## src/rtl/riscv_core_if_fetch_ctrl_t.sv

```systemverilog
// Instruction-fetch controller: sequences imem requests, redirects, ID stalls and fetch faults.
// Optional fetch timeout is enabled by defining RISCV_CORE_IF_FETCH_TIMEOUT_EN.
module riscv_core_if_fetch_ctrl_t #(
    parameter logic [31:0] RESET_PC = 32'h0000_0000,
    parameter logic [7:0]  MAX_WAIT = 8'd15
) (
    input  logic        CLK,
    input  logic        RST,
    input  logic [31:0] r_pc_Q,
    input  logic        redir_valid,
    input  logic [31:0] redir_target,
    input  logic        id_stall_req,
    input  logic        imem_ack,
    input  logic        imem_err,
    output logic        imem_req,
    output logic [31:0] imem_addr,
    output logic        ACT,
    output logic [31:0] s_if_pcin_Q,
    output logic        s_id_clear_Q,
    output logic        s_id_stall_Q,
    output logic        fetch_fault,
    output logic [31:0] fault_pc
);

    typedef enum logic [1:0] {
        BOOT  = 2'd0,
        FETCH = 2'd1,
        DRAIN = 2'd2,
        FAULT = 2'd3
    } state_t;

    state_t      state, state_nxt;
    logic        outstanding, outstanding_nxt;
    logic [31:0] drain_target, drain_target_nxt;
    logic [31:0] fault_pc_r, fault_pc_nxt;

    logic        req_int;
    logic        act_int;
    logic        clear_int;
    logic        stall_int;
    logic [31:0] pcin_int;
    logic        fault_go;
    logic [31:0] fault_addr;
    logic        timeout_hit;
    logic        redir_misaligned;

    assign redir_misaligned = (redir_target[1:0] != 2'b00);

    // Request is held while a request is outstanding so the memory never sees a withdrawal.
    assign req_int = (state == FETCH) ? (!id_stall_req || outstanding) : (state == DRAIN);

`ifdef RISCV_CORE_IF_FETCH_TIMEOUT_EN
    logic [7:0] wait_cnt;
    logic       redir_accept;

    assign redir_accept = redir_valid && ((state == FETCH) || (state == DRAIN));
    assign timeout_hit  = req_int && !imem_ack && (wait_cnt == MAX_WAIT - 8'd1);

    always_ff @(posedge CLK or posedge RST) begin
        if (RST) begin
            wait_cnt <= '0;
        end else if (imem_ack || redir_accept) begin
            wait_cnt <= '0;
        end else if (req_int && !imem_ack) begin
            wait_cnt <= wait_cnt + 8'd1;
        end
    end
`else
    logic unused_max_wait;

    assign unused_max_wait = ^MAX_WAIT;
    assign timeout_hit     = 1'b0;
`endif

    always_comb begin
        // NOTE: every signal driven here gets a default first, otherwise paths that skip an assignment infer latches.
        act_int          = 1'b0;
        clear_int        = 1'b0;
        stall_int        = 1'b0;
        pcin_int         = '0;
        fault_go         = 1'b0;
        fault_addr       = '0;
        state_nxt        = state;
        drain_target_nxt = drain_target;
        fault_pc_nxt     = fault_pc_r;

        case (state)
            BOOT: begin
                act_int   = 1'b1;
                pcin_int  = RESET_PC;
                clear_int = 1'b1;
                state_nxt = FETCH;
            end

            FETCH: begin
                if (redir_valid) begin
                    if (redir_misaligned) begin
                        fault_go   = 1'b1;
                        fault_addr = redir_target;
                    end else begin
                        act_int   = 1'b1;
                        clear_int = 1'b1;
                        if (!outstanding || imem_ack) begin
                            pcin_int = redir_target;
                        end else begin
                            // Request in flight: keep the PC until its response arrives.
                            pcin_int         = r_pc_Q;
                            drain_target_nxt = redir_target;
                            state_nxt        = DRAIN;
                        end
                    end
                end else if (imem_ack && imem_err) begin
                    fault_go   = 1'b1;
                    fault_addr = r_pc_Q;
                end else if (timeout_hit) begin
                    fault_go   = 1'b1;
                    fault_addr = r_pc_Q;
                end else if (id_stall_req) begin
                    act_int   = 1'b1;
                    pcin_int  = r_pc_Q;
                    stall_int = 1'b1;
                end else if (imem_ack) begin
                    act_int  = 1'b1;
                    pcin_int = r_pc_Q + 32'd4;
                end else begin
                    act_int   = 1'b1;
                    pcin_int  = r_pc_Q;
                    clear_int = 1'b1;
                end
            end

            DRAIN: begin
                if (redir_valid && redir_misaligned) begin
                    fault_go   = 1'b1;
                    fault_addr = redir_target;
                end else if (!redir_valid && timeout_hit) begin
                    fault_go   = 1'b1;
                    fault_addr = r_pc_Q;
                end else begin
                    act_int   = 1'b1;
                    clear_int = 1'b1;
                    pcin_int  = r_pc_Q;
                    if (redir_valid) begin
                        drain_target_nxt = redir_target;
                    end
                    // The drained response is discarded; the newest target wins.
                    if (imem_ack) begin
                        pcin_int  = redir_valid ? redir_target : drain_target;
                        state_nxt = FETCH;
                    end
                end
            end

            default: begin
                state_nxt = FAULT;
            end
        endcase

        if (fault_go) begin
            state_nxt    = FAULT;
            fault_pc_nxt = fault_addr;
        end

        outstanding_nxt = req_int && !imem_ack;
    end

    // NOTE: sequential state uses non-blocking assignments so every register samples pre-edge values.
    always_ff @(posedge CLK or posedge RST) begin
        if (RST) begin
            state        <= BOOT;
            outstanding  <= 1'b0;
            drain_target <= '0;
            fault_pc_r   <= '0;
        end else begin
            state        <= state_nxt;
            outstanding  <= outstanding_nxt;
            drain_target <= drain_target_nxt;
            fault_pc_r   <= fault_pc_nxt;
        end
    end

    // Outputs are forced low for the whole reset window, abandoning any request.
    assign imem_req     = !RST && req_int;
    assign imem_addr    = RST ? '0 : r_pc_Q;
    assign ACT          = !RST && act_int;
    assign s_if_pcin_Q  = RST ? '0 : pcin_int;
    assign s_id_clear_Q = !RST && clear_int;
    assign s_id_stall_Q = !RST && stall_int;
    assign fetch_fault  = !RST && (state == FAULT);
    assign fault_pc     = fault_pc_r;

endmodule

```

## config.mk

```make
export PLATFORM = sky130hd
export DESIGN_NAME = riscv_core_if_fetch_ctrl_t
export DESIGN_NICKNAME = d
export VERILOG_FILES = /design/src/rtl/riscv_core_if_fetch_ctrl_t.sv
export SDC_FILE = /design/constraint.sdc
export NUM_CORES = 1
export LEC_CHECK = 0
export ABC_CLOCK_PERIOD_IN_PS = 4500
export CAP_MARGIN = 5
export CORE_ASPECT_RATIO = 1.1
export CORE_MARGIN = 5
export CORE_UTILIZATION = 48
export CTS_BUF_LIST = sky130_fd_sc_hd__clkbuf_8 sky130_fd_sc_hd__clkbuf_16
export DETAILED_ROUTE_END_ITERATION = 8
export PLACE_DENSITY = 0.82
export SETUP_SLACK_MARGIN = 0.2
export SLEW_MARGIN = 20
export SYNTH_ARGS = -nofsm -noshare
export SYNTH_HDL_FRONTEND = slang
export SYNTH_SLANG_ARGS = --single-unit
```

## constraint.sdc

```tcl
create_clock -name CLK -period 4.5 [get_ports CLK]
set_clock_uncertainty 0.1 [all_clocks]
set_input_delay 0.45 -clock CLK [delete_from_list [all_inputs] [get_ports CLK]]
set_output_delay 0.45 -clock CLK [all_outputs]
set_load 0.02 [all_outputs]
```

== Word-level counts from Yosys, hierarchy flattened ==
Index checks and enable logic that the tools add are counted.
W data, S select, Z words.
Word-level totals
  word-level logic and storage cells: 85
  output and inout bits: 101
  flip-flop bits (word level): 67
Cells by class
  add/sub/neg operators: 1
  muxes and demuxes: 49
  eq/ne operators: 12
  reductions and logical operators: 19
Operator list (count)
  $mux W32: 19
  $pmux W32 S2: 3
  $add A32 B3 Y32 const B: 1
  $mux W1: 17
  $ne A3 B3 Y1 const B: 5
  $mux W2: 6
  $reduce_and A5 Y1: 2
  $logic_and A1 B1 Y1: 8
  $ne A2 B2 Y1 const B: 4
  $pmux W1 S3: 2
  $pmux W2 S3: 1
  $eq A2 B2 Y1 const B: 2
  $logic_not A1 Y1: 4
  $reduce_bool A2 Y1: 2
  $eq A2 B1 Y1 const B: 1
  $logic_not A2 Y1: 1
  $logic_or A1 B1 Y1: 2
  $pmux W1 S2: 1

== Logic depth before layout (Yosys ltp) ==
Gate-level depths: netlist (run 1).
  word-level depth: 7
  depth in mapped cells: 9

== Worst setup path before layout (run 1) ==
Ideal clock, no wire load.
  path type: input -> output
  start point: in RST
  end point: out s_if_pcin_Q[31]
  data required time: 3950 ps
  slack: 875 ps
  stages: 5
  data arrival time: 3075 ps
  buffers on the path: 2
  cell sequence: clkbuf_1 inv_1 nand2_1 clkbuf_1 a221oi_1
Between the ends
  cells in the longest elaborated chain, start to end: 1
RTL lines
  start: declaration: RTL line 8  | input logic RST,
  $mux W32: RTL line 186  | assign s_if_pcin_Q = RST ? '0 : pcin_int;
  end: declaration: RTL line 18  | output logic [31:0] s_if_pcin_Q,
No other way between the ends.

== Final worst setup path (run 1) ==
  start point: in r_pc_Q[2]
  end point: out s_if_pcin_Q[22]
Between the ends
  cells in the longest elaborated chain, start to end: 7
RTL lines
  start: declaration: RTL line 9  | input logic [31:0] r_pc_Q,
  $add A32 B3 Y32: RTL line 124  | pcin_int = r_pc_Q + 32'd4;
  $mux W32: RTL line 122  | end else if (imem_ack) begin
  $mux W32: RTL line 118  | end else if (id_stall_req) begin
  $mux W32: RTL line 112  | end else if (imem_ack && imem_err) begin
  $mux W32: RTL line 96  | if (redir_valid) begin
  $pmux W32 S2: RTL line 87  | case (state)
  $mux W32: RTL line 186
No other way between the ends.

==> impl_metrics.env, run 1 <==
export IMPL_worstReg2RegStart="state[1]"
export IMPL_syn_inst=683
export IMPL_rsz0062_at_grt="no"
export IMPL_drc=0
export IMPL_vias=6160
export IMPL_worst_pin_slew_ns=0.9081
export IMPL_cp_common_cell="clkdlybuf4s50_1"
export IMPL_hold_path_end="drain_target[14]"
export IMPL_min_path_cells=1
export IMPL_fmax_mhz=248.5
export IMPL_grt_max_degree=69
export IMPL_setup_violations=0
export IMPL_route_met2_wl_um=10500
export IMPL_cellPowerDensity_nw_per_um2=218.4
export IMPL_cts_inserted_buffers=9
export IMPL_dieArea_um2=13600
export IMPL_placed_area_um2=7292
export IMPL_grt_pass1_wl_um=33930
export IMPL_ctsResizeCount=0
export IMPL_antenna_left=0
export IMPL_p_leak_nw=3.033
export IMPL_maxCapViolCount=0
export IMPL_fin_crit_sh_pct=89.44
export IMPL_core_um2=11010
export IMPL_grt_usage_pct=31.15
export IMPL_crit_type="in -> out"
export IMPL_layout_drive_gt1_share_pct=10.47
export IMPL_routabilityCongestion=0.9466
export IMPL_htree_levels=3
export IMPL_yosysUniqueCellTypes=52
export IMPL_grt_pass1_vias=6250
export IMPL_via_per_inst=6.299
export IMPL_cts_hold_buf=0
export IMPL_dpl_hpwl_um=15470
export IMPL_diodes=0
export IMPL_crit_path_cell_trace="clkdlybuf4s50_1, ha_1, nand4b_1, nor2_1, nand3_1, o41a_1, a21oi_1, clkdlybuf4s50_1"
export IMPL_critPathRequiredTime_ns=3.95
export IMPL_worstReg2RegEnd="fault_pc[18]"
export IMPL_ios=171
export IMPL_yosysWarnings=0
export IMPL_ys_seq_area_share_pct=30.73
export IMPL_post_cts_buffers=0
export IMPL_dr_max_layer_used="met4"
export IMPL_cts_tree="built"
export IMPL_status="finished clean"
export IMPL_synthesis_nets=760
export IMPL_clkTransAtPathRegs_ns=0.05
export IMPL_final_core_util_pct=69.08
export IMPL_critPathMaxStageDelay_ns=0.65
export IMPL_min_path_type="reg -> reg"
export IMPL_avgRoutedWirePerCell_um=21.99
export IMPL_clock_path_buffers=2
export IMPL_cts_sinks=67
export IMPL_final_common_cell="clkdlybuf4s50_1"
export IMPL_setup_tns_ns=0
export IMPL_met3_length_um=1591
export IMPL_slowest_stage="clkdlybuf4s50_1"
export IMPL_fin_ws_ns=0.4752
export IMPL_start_util_pct=49.56
export IMPL_layout_common_cells="clkdlybuf4s50_1 (167), nor2_1 (77), a21oi_1 (69), dfrtp_1 (67), nand2_1 (60)"
export IMPL_die_x_um=111.7
export IMPL_cp_start_kind="input pin"
export IMPL_std_cell_rows=40
export IMPL_ir_worst_vdd_mv=0.1407
export IMPL_fin_nets=903
export IMPL_post_place_ws_ns=0.5716
export IMPL_root_buffer="clkbuf_16"
export IMPL_hold_violations=0
export IMPL_final_max_slew_violation_count=0
export IMPL_min_period_ns=4.025
export IMPL_drt_total_wl_um=21510
export IMPL_synth_edf_count=0
export IMPL_reg2regPathDepth=6
export IMPL_reg2reg_slack_ns=1.82
export IMPL_die_height_um=121.8
export IMPL_grt_overflow=0
export IMPL_wl_met1_um=8819
export IMPL_worstSetupEndpointType="output pin"
export IMPL_avgSynthCellArea_um2=7.989
export IMPL_synth_main_ff_cell="dfrtp_1"
export IMPL_drtIter0Drc=499
export IMPL_synth_area_um2=5456
export IMPL_async_flop_share_pct=100.0
export IMPL_dr_pass1_iters=6
export IMPL_antenna_found_initial=0
export IMPL_final_cell_area_um2=7606
export IMPL_cp_max_fo=7
export IMPL_cp_arrival_ns=3.47
export IMPL_clock_latency_ns=0.33
export IMPL_holdCritStartpoint="drain_target[14]"
export IMPL_ys_ff_latch=67
export IMPL_power_w=0.001661
export IMPL_syn_to_final_growth_pct=39.39
export IMPL_slew_headroom_pct=39.46
export IMPL_io_buffer_count=170
per-layer routing:
| metal | up-vias | track usage, % |
|---|---|---|
| met5 | - | 0 |
| met4 | 0 | 13.61 |
| met3 | 48 | 5.365 |
| met2 | 328 | 52.70 |
| met1 | 2993 | 39.12 |
| li1 | 2791 | - |
logic make-up (layout without fill, tap and decap cells):
kind of cell | count (synthesis) | in the layout | share of synthesized area (%)
simple gates | 250 | 250 | 22.68
fa+ha+maj | 7 | 7 | 1.605
compound gates | 195 | 195 | 22.88
flops | 67 | 67 | 30.73
buf+inv | 76 | 224 | 5.480
mux | 77 | 77 | 14.86
xor+xnor | 11 | 11 | 1.766
sequential cells by signal, indices dropped and copies added, names as in the netlist:
register / count
fault_pc: 32
outstanding: 1
state: 2
drain_target: 32
cell usage after synthesis (all sizes together), types with 6 or more instances:
library cell  count  area share, %
nor2             79            5.4
a21oi            69            6.3
dfrtp            67             31
nand2            60            4.1
clkbuf           50            3.5
mux2i            45            8.3
nor2b            35            4.0
a22oi            33            4.5
mux2             32            6.6
o21ai            26            2.4
buf              17            1.4
nand3            17            1.6
o22ai            12            1.4
nand4            11            1.3
o211ai           11            1.5
a211oi            9            1.2
and3              9            1.0
inv               9           0.62
nor4              9            1.1
o221ai            9            1.4
ha                7            1.6
nor3              7           0.64
xnor2             6           0.96
worst max-delay path, delay by kind of cell:
kind	cells	cell delay, ns
and+or+nand+nor	3	0.85
adders and majority gates	1	0.26
AOI/OAI and AO/OA	2	0.64
buffers and inverters	2	1.26
worst max-delay path by stage:
stage	slack (ns)	from	depth (start not counted)	end
2_1_floorplan	0.87	RST	5	s_if_pcin_Q[31]
3_3_place_gp	0.63	r_pc_Q[2]	8	s_if_pcin_Q[22]
3_5_place_dp	0.57	r_pc_Q[2]	8	s_if_pcin_Q[22]
4_1_cts	0.56	r_pc_Q[2]	8	s_if_pcin_Q[22]
5_1_grt	0.38	r_pc_Q[17]	7	s_if_pcin_Q[31]
6_report	0.48	r_pc_Q[2]	8	s_if_pcin_Q[22]
final cells by class:
type	count	area (um^2)
clock inverters	4	47.55
repair buffers	199	1904
multi-input cells	540	3493
inverters	9	33.78
fillers	883	3405
well taps	147	183.9
clock buffers	12	266.5
flip-flops and latches	67	1677
power breakdown:
part / switching (W) / internal (W) / total (W)
Clock: 0.000276 / 0.000473 / 0.000749
Sequential: 0 / 0.000603 / 0.000603
Combinational: 0.000175 / 0.000134 / 0.000310
metrics by stage:
step / hold slack (ns) / instances
CTS: 0.4073 / 978
floorplan: 0.3639 / 683
detailed placement: 0.3945 / 962
global route: 0.4202 / 978
finish: 0.4035 / 978
global placement: 0.3880 / 962
No activity file was read; power rests on OpenSTA's default activity.
==> run 2, diff against run 1 <==
- SKIP_LAST_GASP: not set -> 1
- SLEW_MARGIN: 20 -> 10
==> results of run 2 <==
The final DEF is identical to that of run 1; final timing and power are the same.
